--- src/rtl/toggle_rx_pkg.sv ---
// Shared types for the toggle-encoded event receiver.
// Holds the receiver FSM state encoding.
package toggle_rx_pkg;
  typedef enum logic [1:0] {
    S_INIT = 2'd0,
    S_IDLE = 2'd1,
    S_QUAL = 2'd2
  } rx_state_t;
endpackage

--- src/rtl/sync_chain.sv ---
// Reusable multi-flop synchroniser for a single asynchronous bit.
// Every stage resets to 0.
module sync_chain #(
  parameter int STAGES = 2
) (
  input  logic clk,
  input  logic resetn,
  input  logic d,
  output logic q
);
  logic [STAGES-1:0] r_sync;

  // Shift the asynchronous input through the flop chain.
  always_ff @(posedge clk or negedge resetn) begin
    if (!resetn) begin
      r_sync <= {STAGES{1'b0}};
    end else begin
      r_sync <= {r_sync[STAGES-2:0], d};
    end
  end

  assign q = r_sync[STAGES-1];
endmodule

--- src/rtl/toggle_event_rx.sv ---
// Receiver for a toggle-encoded event line: synchronise, deglitch, and turn each
// accepted level change into one queued event handed out over valid/ready.
module toggle_event_rx
  import toggle_rx_pkg::*;
#(
  parameter int SYNC_STAGES = 2,
  parameter int FILTER_LEN  = 2,
  parameter int CNT_W       = 3
) (
  input  logic             clk,
  input  logic             resetn,
  input  logic             in,
  output logic             evt_valid,
  input  logic             evt_ready,
  output logic [CNT_W-1:0] pending,
  output logic             overflow,
  input  logic             clr_ovf,
  output logic             out
);
  localparam int QW = $clog2(FILTER_LEN + 1);
  localparam int IW = $clog2(SYNC_STAGES + 1);

  logic             w_in_s;
  rx_state_t        r_state;
  rx_state_t        w_state_nxt;
  logic             r_lvl;
  logic             w_lvl_nxt;
  logic [QW-1:0]    r_qual_cnt;
  logic [QW-1:0]    w_qual_nxt;
  logic [IW-1:0]    r_init_cnt;
  logic [IW-1:0]    w_init_nxt;
  logic             w_push;
  logic             w_pop;
  logic             w_full;
  logic [CNT_W-1:0] r_pending;
  logic             r_ovf;

  sync_chain #(.STAGES(SYNC_STAGES)) u_sync (
    .clk    (clk),
    .resetn (resetn),
    .d      (in),
    .q      (w_in_s)
  );

  // FSM, level tracker and counter registers.
  always_ff @(posedge clk or negedge resetn) begin
    if (!resetn) begin
      r_state    <= S_INIT;
      r_lvl      <= 1'b0;
      r_qual_cnt <= {QW{1'b0}};
      r_init_cnt <= {IW{1'b0}};
    end else begin
      r_state    <= w_state_nxt;
      r_lvl      <= w_lvl_nxt;
      r_qual_cnt <= w_qual_nxt;
      r_init_cnt <= w_init_nxt;
    end
  end

  // Next-state logic. INIT stays one edge past chain fill so lvl captures the settled line.
  always_comb begin
    w_state_nxt = r_state;
    w_lvl_nxt   = r_lvl;
    w_qual_nxt  = r_qual_cnt;
    w_init_nxt  = r_init_cnt;
    w_push      = 1'b0;
    case (r_state)
      S_INIT: begin
        w_lvl_nxt = w_in_s;
        if (r_init_cnt == IW'(SYNC_STAGES)) begin
          w_state_nxt = S_IDLE;
          w_init_nxt  = {IW{1'b0}};
        end else begin
          w_init_nxt = r_init_cnt + IW'(1);
        end
      end
      S_IDLE: begin
        if (w_in_s != r_lvl) begin
          if (FILTER_LEN == 1) begin
            w_push    = 1'b1;
            w_lvl_nxt = ~r_lvl;
          end else begin
            w_qual_nxt  = QW'(1);
            w_state_nxt = S_QUAL;
          end
        end else begin
          w_state_nxt = S_IDLE;
        end
      end
      S_QUAL: begin
        if (w_in_s == r_lvl) begin
          w_qual_nxt  = {QW{1'b0}};
          w_state_nxt = S_IDLE;
        end else if (r_qual_cnt == QW'(FILTER_LEN - 1)) begin
          w_push      = 1'b1;
          w_lvl_nxt   = ~r_lvl;
          w_qual_nxt  = {QW{1'b0}};
          w_state_nxt = S_IDLE;
        end else begin
          w_qual_nxt = r_qual_cnt + QW'(1);
        end
      end
      default: begin
        w_state_nxt = S_INIT;
      end
    endcase
  end

  assign w_full = (r_pending == {CNT_W{1'b1}});
  assign w_pop  = evt_valid && evt_ready;

  // Pending-event counter; a simultaneous push and pop leaves it unchanged.
  always_ff @(posedge clk or negedge resetn) begin
    if (!resetn) begin
      r_pending <= {CNT_W{1'b0}};
    end else if (w_push && !w_pop && !w_full) begin
      r_pending <= r_pending + CNT_W'(1);
    end else if (!w_push && w_pop) begin
      r_pending <= r_pending - CNT_W'(1);
    end
  end

  // Sticky overflow; setting wins over a clear in the same cycle.
  always_ff @(posedge clk or negedge resetn) begin
    if (!resetn) begin
      r_ovf <= 1'b0;
    end else if (w_push && !w_pop && w_full) begin
      r_ovf <= 1'b1;
    end else if (clr_ovf) begin
      r_ovf <= 1'b0;
    end
  end

  assign evt_valid = (r_pending != {CNT_W{1'b0}});
  assign pending   = r_pending;
  assign overflow  = r_ovf;
  assign out       = r_lvl;
endmodule

--- config.mk ---
export PLATFORM = sky130hd
export DESIGN_NAME = toggle_event_rx
export DESIGN_NICKNAME = d
export VERILOG_FILES = /design/src/rtl/toggle_rx_pkg.sv /design/src/rtl/sync_chain.sv /design/src/rtl/toggle_event_rx.sv
export SDC_FILE = /design/constraint.sdc
export NUM_CORES = 1
export LEC_CHECK = 0
export ABC_AREA = 1
export CAP_MARGIN = 20
export CORE_MARGIN = 2
export CORE_UTILIZATION = 37
export DETAILED_ROUTE_END_ITERATION = 12
export HOLD_SLACK_MARGIN = 0.02
export PLACE_DENSITY = 0.63
export SLEW_MARGIN = 30
export SYNTH_ARGS = -nofsm -noshare
export SYNTH_HDL_FRONTEND = slang
export SYNTH_HIERARCHICAL = 1
export SYNTH_SLANG_ARGS = --single-unit
--- constraint.sdc ---
create_clock -name clk -period 3.7 [get_ports clk]
set_input_delay 0.555 -clock clk [delete_from_list [all_inputs] [get_ports clk]]
set_output_delay 0.555 -clock clk [all_outputs]
set_load 0.02 [all_outputs]
## After elaboration in Yosys (flattened, before gate mapping)

Cells that the tools add are included.

- Reduce and logical (&&, ||, !) cells: 17
- $add $sub $neg: 4
- Bitwise logic cells: 1
- Eq/ne operators: 12
- Mux-type cells: 20

Operator list:

| kind | number |
|---|---|
| $mux W2 | 8 |
| $ne A2 B2 Y1 const B | 4 |
| $reduce_bool A2 Y1 | 4 |
| $mux W1 | 7 |
| $mux W3 | 2 |
| $pmux W2 S3 | 1 |
| $logic_and A1 B1 Y1 | 5 |
| $add A2 B1 Y2 const B | 2 |
| $eq A2 B1 Y1 const B | 2 |
| $eq A2 B2 Y1 const B | 2 |
| $pmux W2 S2 | 1 |
| $reduce_and A2 Y1 | 2 |
| $add A3 B1 Y3 const B | 1 |
| $eq A3 B3 Y1 const B | 1 |
| $logic_not A1 Y1 | 3 |
| $ne A3 B3 Y1 const B | 1 |
| $reduce_and A3 Y1 | 1 |
| $reduce_bool A3 Y1 | 1 |
| $sub A3 B1 Y3 const B | 1 |
| $logic_not A2 Y1 | 1 |
| $pmux W1 S2 | 1 |
| $eq A1 B1 Y1 | 1 |
| $ne A1 B1 Y1 | 1 |
| $not A1 Y1 | 1 |

- Flip-flop bits (word level): 13
- Bits of input ports: 5
- Output and inout port bits: 6
- Word-level logic and storage cells: 61

## Logic depth before layout (Yosys ltp)

- Word-level depth: 8
- Depth in mapped cells: 11
- Mapped depth without buffers: 11

## Cells and area by module

Netlist, hierarchy kept.

Modules (own cells, without submodules):

| module | instances | area each (um^2) | cells an instance | sequential area each (um^2) |
|---|---|---|---|---|
| toggle_event_rx | 1 | 636.9 | 73 | 275.3 |
| sync_chain | 1 | 50.0 | 2 | 50.0 |

## Least setup slack after synthesis

Ideal clock, no wire load.

- Path kind: register -> register
- Start point: reg r_pending[0] (netlist: pending[0])
- End point: reg r_pending[2] (netlist: pending[2])
- Setup slack: 1.900 ns
- Stages on the path, launching flop included: 10
- Arrival: 1.683 ns
- Period minus slack after synthesis: 1.800 ns
- Path buffers: 0
- Required time: 3.583 ns
- Library setup time: 0.117 ns
- Cells stage by stage: dfrtp_1 > nor2_1 > nand2_1 > nand2_2 > nand4_4 > fa_1 > inv_1 > nand2_2 > nand3_1 > nand2_1

- Cells in the longest elaborated chain, start to end: 6
- Elaborated cells on any way between the ends: 13
- Classes of those cells: 2 x add/sub; 1 x eq/ne; 2 x mux; 8 x reduce/logical

Ends and longest elaborated chain:

| what | line | source |
|---|---|---|
| from (decl) | toggle_event_rx.sv:35 | `logic [CNT_W-1:0] r_pending;` |
| from (signal assigned) | toggle_event_rx.sv:115 | `r_pending <= {CNT_W{1'b0}};` |
| from (signal assigned) | toggle_event_rx.sv:117 | `r_pending <= r_pending + CNT_W'(1);` |
| from (signal assigned) | toggle_event_rx.sv:119 | `r_pending <= r_pending - CNT_W'(1);` |
| $reduce_bool A3 Y1 * | toggle_event_rx.sv:134 | `assign evt_valid = (r_pending != {CNT_W{1'b0}});` |
| via evt_valid | toggle_event_rx.sv:13 | `output logic evt_valid,` |
| $logic_and A1 B1 Y1 * | toggle_event_rx.sv:110 | `assign w_pop = evt_valid && evt_ready;` |
| $logic_not A1 Y1 | toggle_event_rx.sv:116 | `end else if (w_push && !w_pop && !w_full) begin` |
| $logic_and A1 B1 Y1 (2 in a row) | toggle_event_rx.sv:116 |  |
| $mux W3 / $reduce_bool A2 Y1 (equally long branches) | - |  |

The timed path passes the listed nets; every way through them passes the cells marked *. The select of a mux whose other input is x is not followed.
A chain may end at the register's enable or synchronous reset.

## Final worst setup path

- Start point: reg r_pending[0] (netlist: pending[0])
- End point: out evt_valid

- Cells in the longest elaborated chain, start to end: 1

Ends and longest elaborated chain:

| what | line |
|---|---|
| $reduce_bool A3 Y1 | toggle_event_rx.sv:134 |
| to (decl) | toggle_event_rx.sv:13 |

No other way between the ends.

==> impl_metrics.toml <==
[run_status]
status = "finished, final reports clean"

[timing]
final_hold_viol_count = 0
fin_skew_ns = 0.00934
timing.final.crit_share_pct = 55.2
worst_slack_ns = 1.66
post-route-min-period_ns = 2.04
maxSlewViolCount = 0
tightestPinTransition_ns = 0.562
clock.fmax_ghz = 0.490
setup-tns-final_ns = 0
rsz0062_at_grt = "no"
setup_violations = 0
slew_headroom_pct = 62.4

[cells_and_area]
final_cell_area_um2 = 846
instances_no_fill = 114
drive_gt1_share_pct = 19.1
nets = 96
syn_to_final_growth_pct = 23.1
fillers = 169
antenna_cells = 0

[synthesis]
ys_seq_area_share_pct = 47.4
synth_nets = 81
yosys-top-cells-count = "nand2_1, dfrtp_1, inv_1"
synthMuxAreaShare_pct = 0
syn_avg_cell_area_um2 = 9.16
syn_inst = 75
yosysWarnings = 6
synth_compound_area_share_pct = 8.56
synth_top_area_cell = "dfrtp_1"
synth-xor-area-share_pct = 0
yosysTopAreaCellShare_pct = 47.4
syn_area_um2 = 687
yosysMostFrequentCell = "nand2_1"
synth_cell_types = 19
synth-edff-count = 0
ys.flop_type = "dfrtp_1"
yosys.area_share.simple_pct = 33.5
synth_top_family_by_area = "simple AND/OR/NAND/NOR gates"
ys_ff_latch = 13
netlist_top_cells_area = "dfrtp_1, nand2_1, inv_1"
ys_async_sr_fraction_pct = 100
synth_fa_ha_area_share_pct = 2.91

[min_path]
worstHoldStart = "u_sync/r_sync[0]"
min_to = "u_sync/r_sync[1]"
hold_depth = 0
hp-class = "reg -> reg"

[clock_tree]
cts.sinks = 13
clockBufferDepth = 2
cts_tree = "yes"
cts-resized-gates = 0
cts-root-buf = "clkbuf_4"
hold_buffers = 0
numCtsBuffers = 3
clk_latency_ns = 0.27
clkTransAtPathRegs_ns = 0.09
cts_setup_buffers = 0
h-tree-depth = 1

[setup_path]
critPathSlowestCell = "clkdlybuf4s50_1"
worst_ep_required_time_ns = 3.14
max_stage_delay_ns = 0.61
crit_chain = "nor2_1 -> nand2_1 -> clkdlybuf4s50_1"
cp-start-kind = "flop"
cp-end-kind = "primary output"
worstPathArrival_ns = 1.49
r2r_end = "pending[2]"
r2r_start = "pending[0]"
setup.worst_path.start = "pending[0]"
path_max_fanout = 6
r2r_slack_ns = 2.03
reg2reg_depth = 9
crit_type = "reg -> out"

[placement]
placed_area_um2 = 818
port_buffers = 10
dp_slack_ns = 1.66
dp_hpwl_um = 873
dp.cells = 110
place_congestion = 0.708

[run]
max_cap_viol_count = 0

[die]
initial_core_util_pct = 39.4
rows = 15
dieHeight_um = 47.1
die_area_mm2 = 0.00222
die_w_um = 47.1
core-area_mm2 = 0.00175
ioPinCount = 11

[global_routing]
grt_start_max_net_pins = 14
grt_pass1_wl_um = 1890
grt_util_all_layers_pct = 12.9
grt_pass1_vias = 433
grt.overflow.total = 0
grt_antenna_before_repair = 0

[power]
max-vdd-ir-drop_uv = 463
power_leakage_nw = 0.392
power.density_mw_per_mm2 = 828
fin_total_pwr_mw = 0.700

[routing]
drc = 0
vias = 517
drt_pass1_iterations = 4
drtIter0Drc = 7
drt_wl_total_um = 1160
routedWlPerCell_um = 10.2
viasPerCell = 4.54
antenna_left = 0
==> kinds of logic after synthesis <==
group | count (synthesis)
and+or+nand+nor | 37
AOI/OAI and AO/OA | 10
adders and majority gates | 1
DFF | 13
buffers and inverters | 14
==> layout make-up <==
cell class,instances,area [um^2],share of cell area (%)
well taps,25,31.3,3.70
repair buffers,10,100,11.8
inverters,14,52.6,6.21
flip-flops and latches,13,325,38.5
clock inverters,1,5.00,0.592
clock buffers,3,22.5,2.66
multi-input cells,48,309,36.5
==> registers in the layout, summed over array words and instances, names as in the netlist <==
signal,count
r_init_cnt,2
pending,3
u_sync/r_sync,2
r_qual_cnt,2
overflow,1
r_state,2
out,1
==> layout by cell type, fill, tap and decap left out, drive strengths merged <==
master,count
nand2,23
inv,14
dfrtp,13
clkdlybuf4s50,10
o21ai,7
nand3,6
nor2,5
clkbuf,3
nand4,1
nor3,1
a221oi,1
o2111ai,1
nor3b,1
o22ai,1
fa,1
clkinv,1
==> critical path, delay by kind of cell, from the launching register on <==
| kind | cells | cell delay [ns] |
|---|---|---|
| buf+inv | 1 | 0.61 |
| flops | 1 | 0.46 |
| simple gates | 2 | 0.16 |
==> power by group <==
part	switching, mW	internal, mW	leakage (nW)	total, mW
clock	0.0459	0.0400	0.0177	0.0859
combinational	0.217	0.150	0.214	0.367
sequential	0.0539	0.193	0.160	0.247
==> metal layers <==
metal	wire length, um	part of all wire (%)	up-vias	global-route usage (%)
li1	-	-	266	-
met1	531	46	240	16.4
met2	569	49	9	19.7
met3	33	2.8	2	1.54
met4	25	2.2	0	10.0
met5	0	0	-	0
==> worst max path at each step <==
stage                 endpoint  slack [ns]  depth (start not counted)
floorplan           pending[2]        1.90                          9
global placement    pending[2]        1.69                          8
detailed placement  pending[2]        1.66                          8
CTS                  evt_valid        1.64                          3
global route         evt_valid        1.56                          3
finish               evt_valid        1.66                          3
==> stage by stage <==
step	hold slack, ns	utilization (%)
floorplan	0.259	-
global placement	0.337	46.9
detailed placement	0.335	46.9
CTS	0.355	48.5
global route	0.362	48.5
finish	0.354	48.5
(Power assumes the default switching activity.)
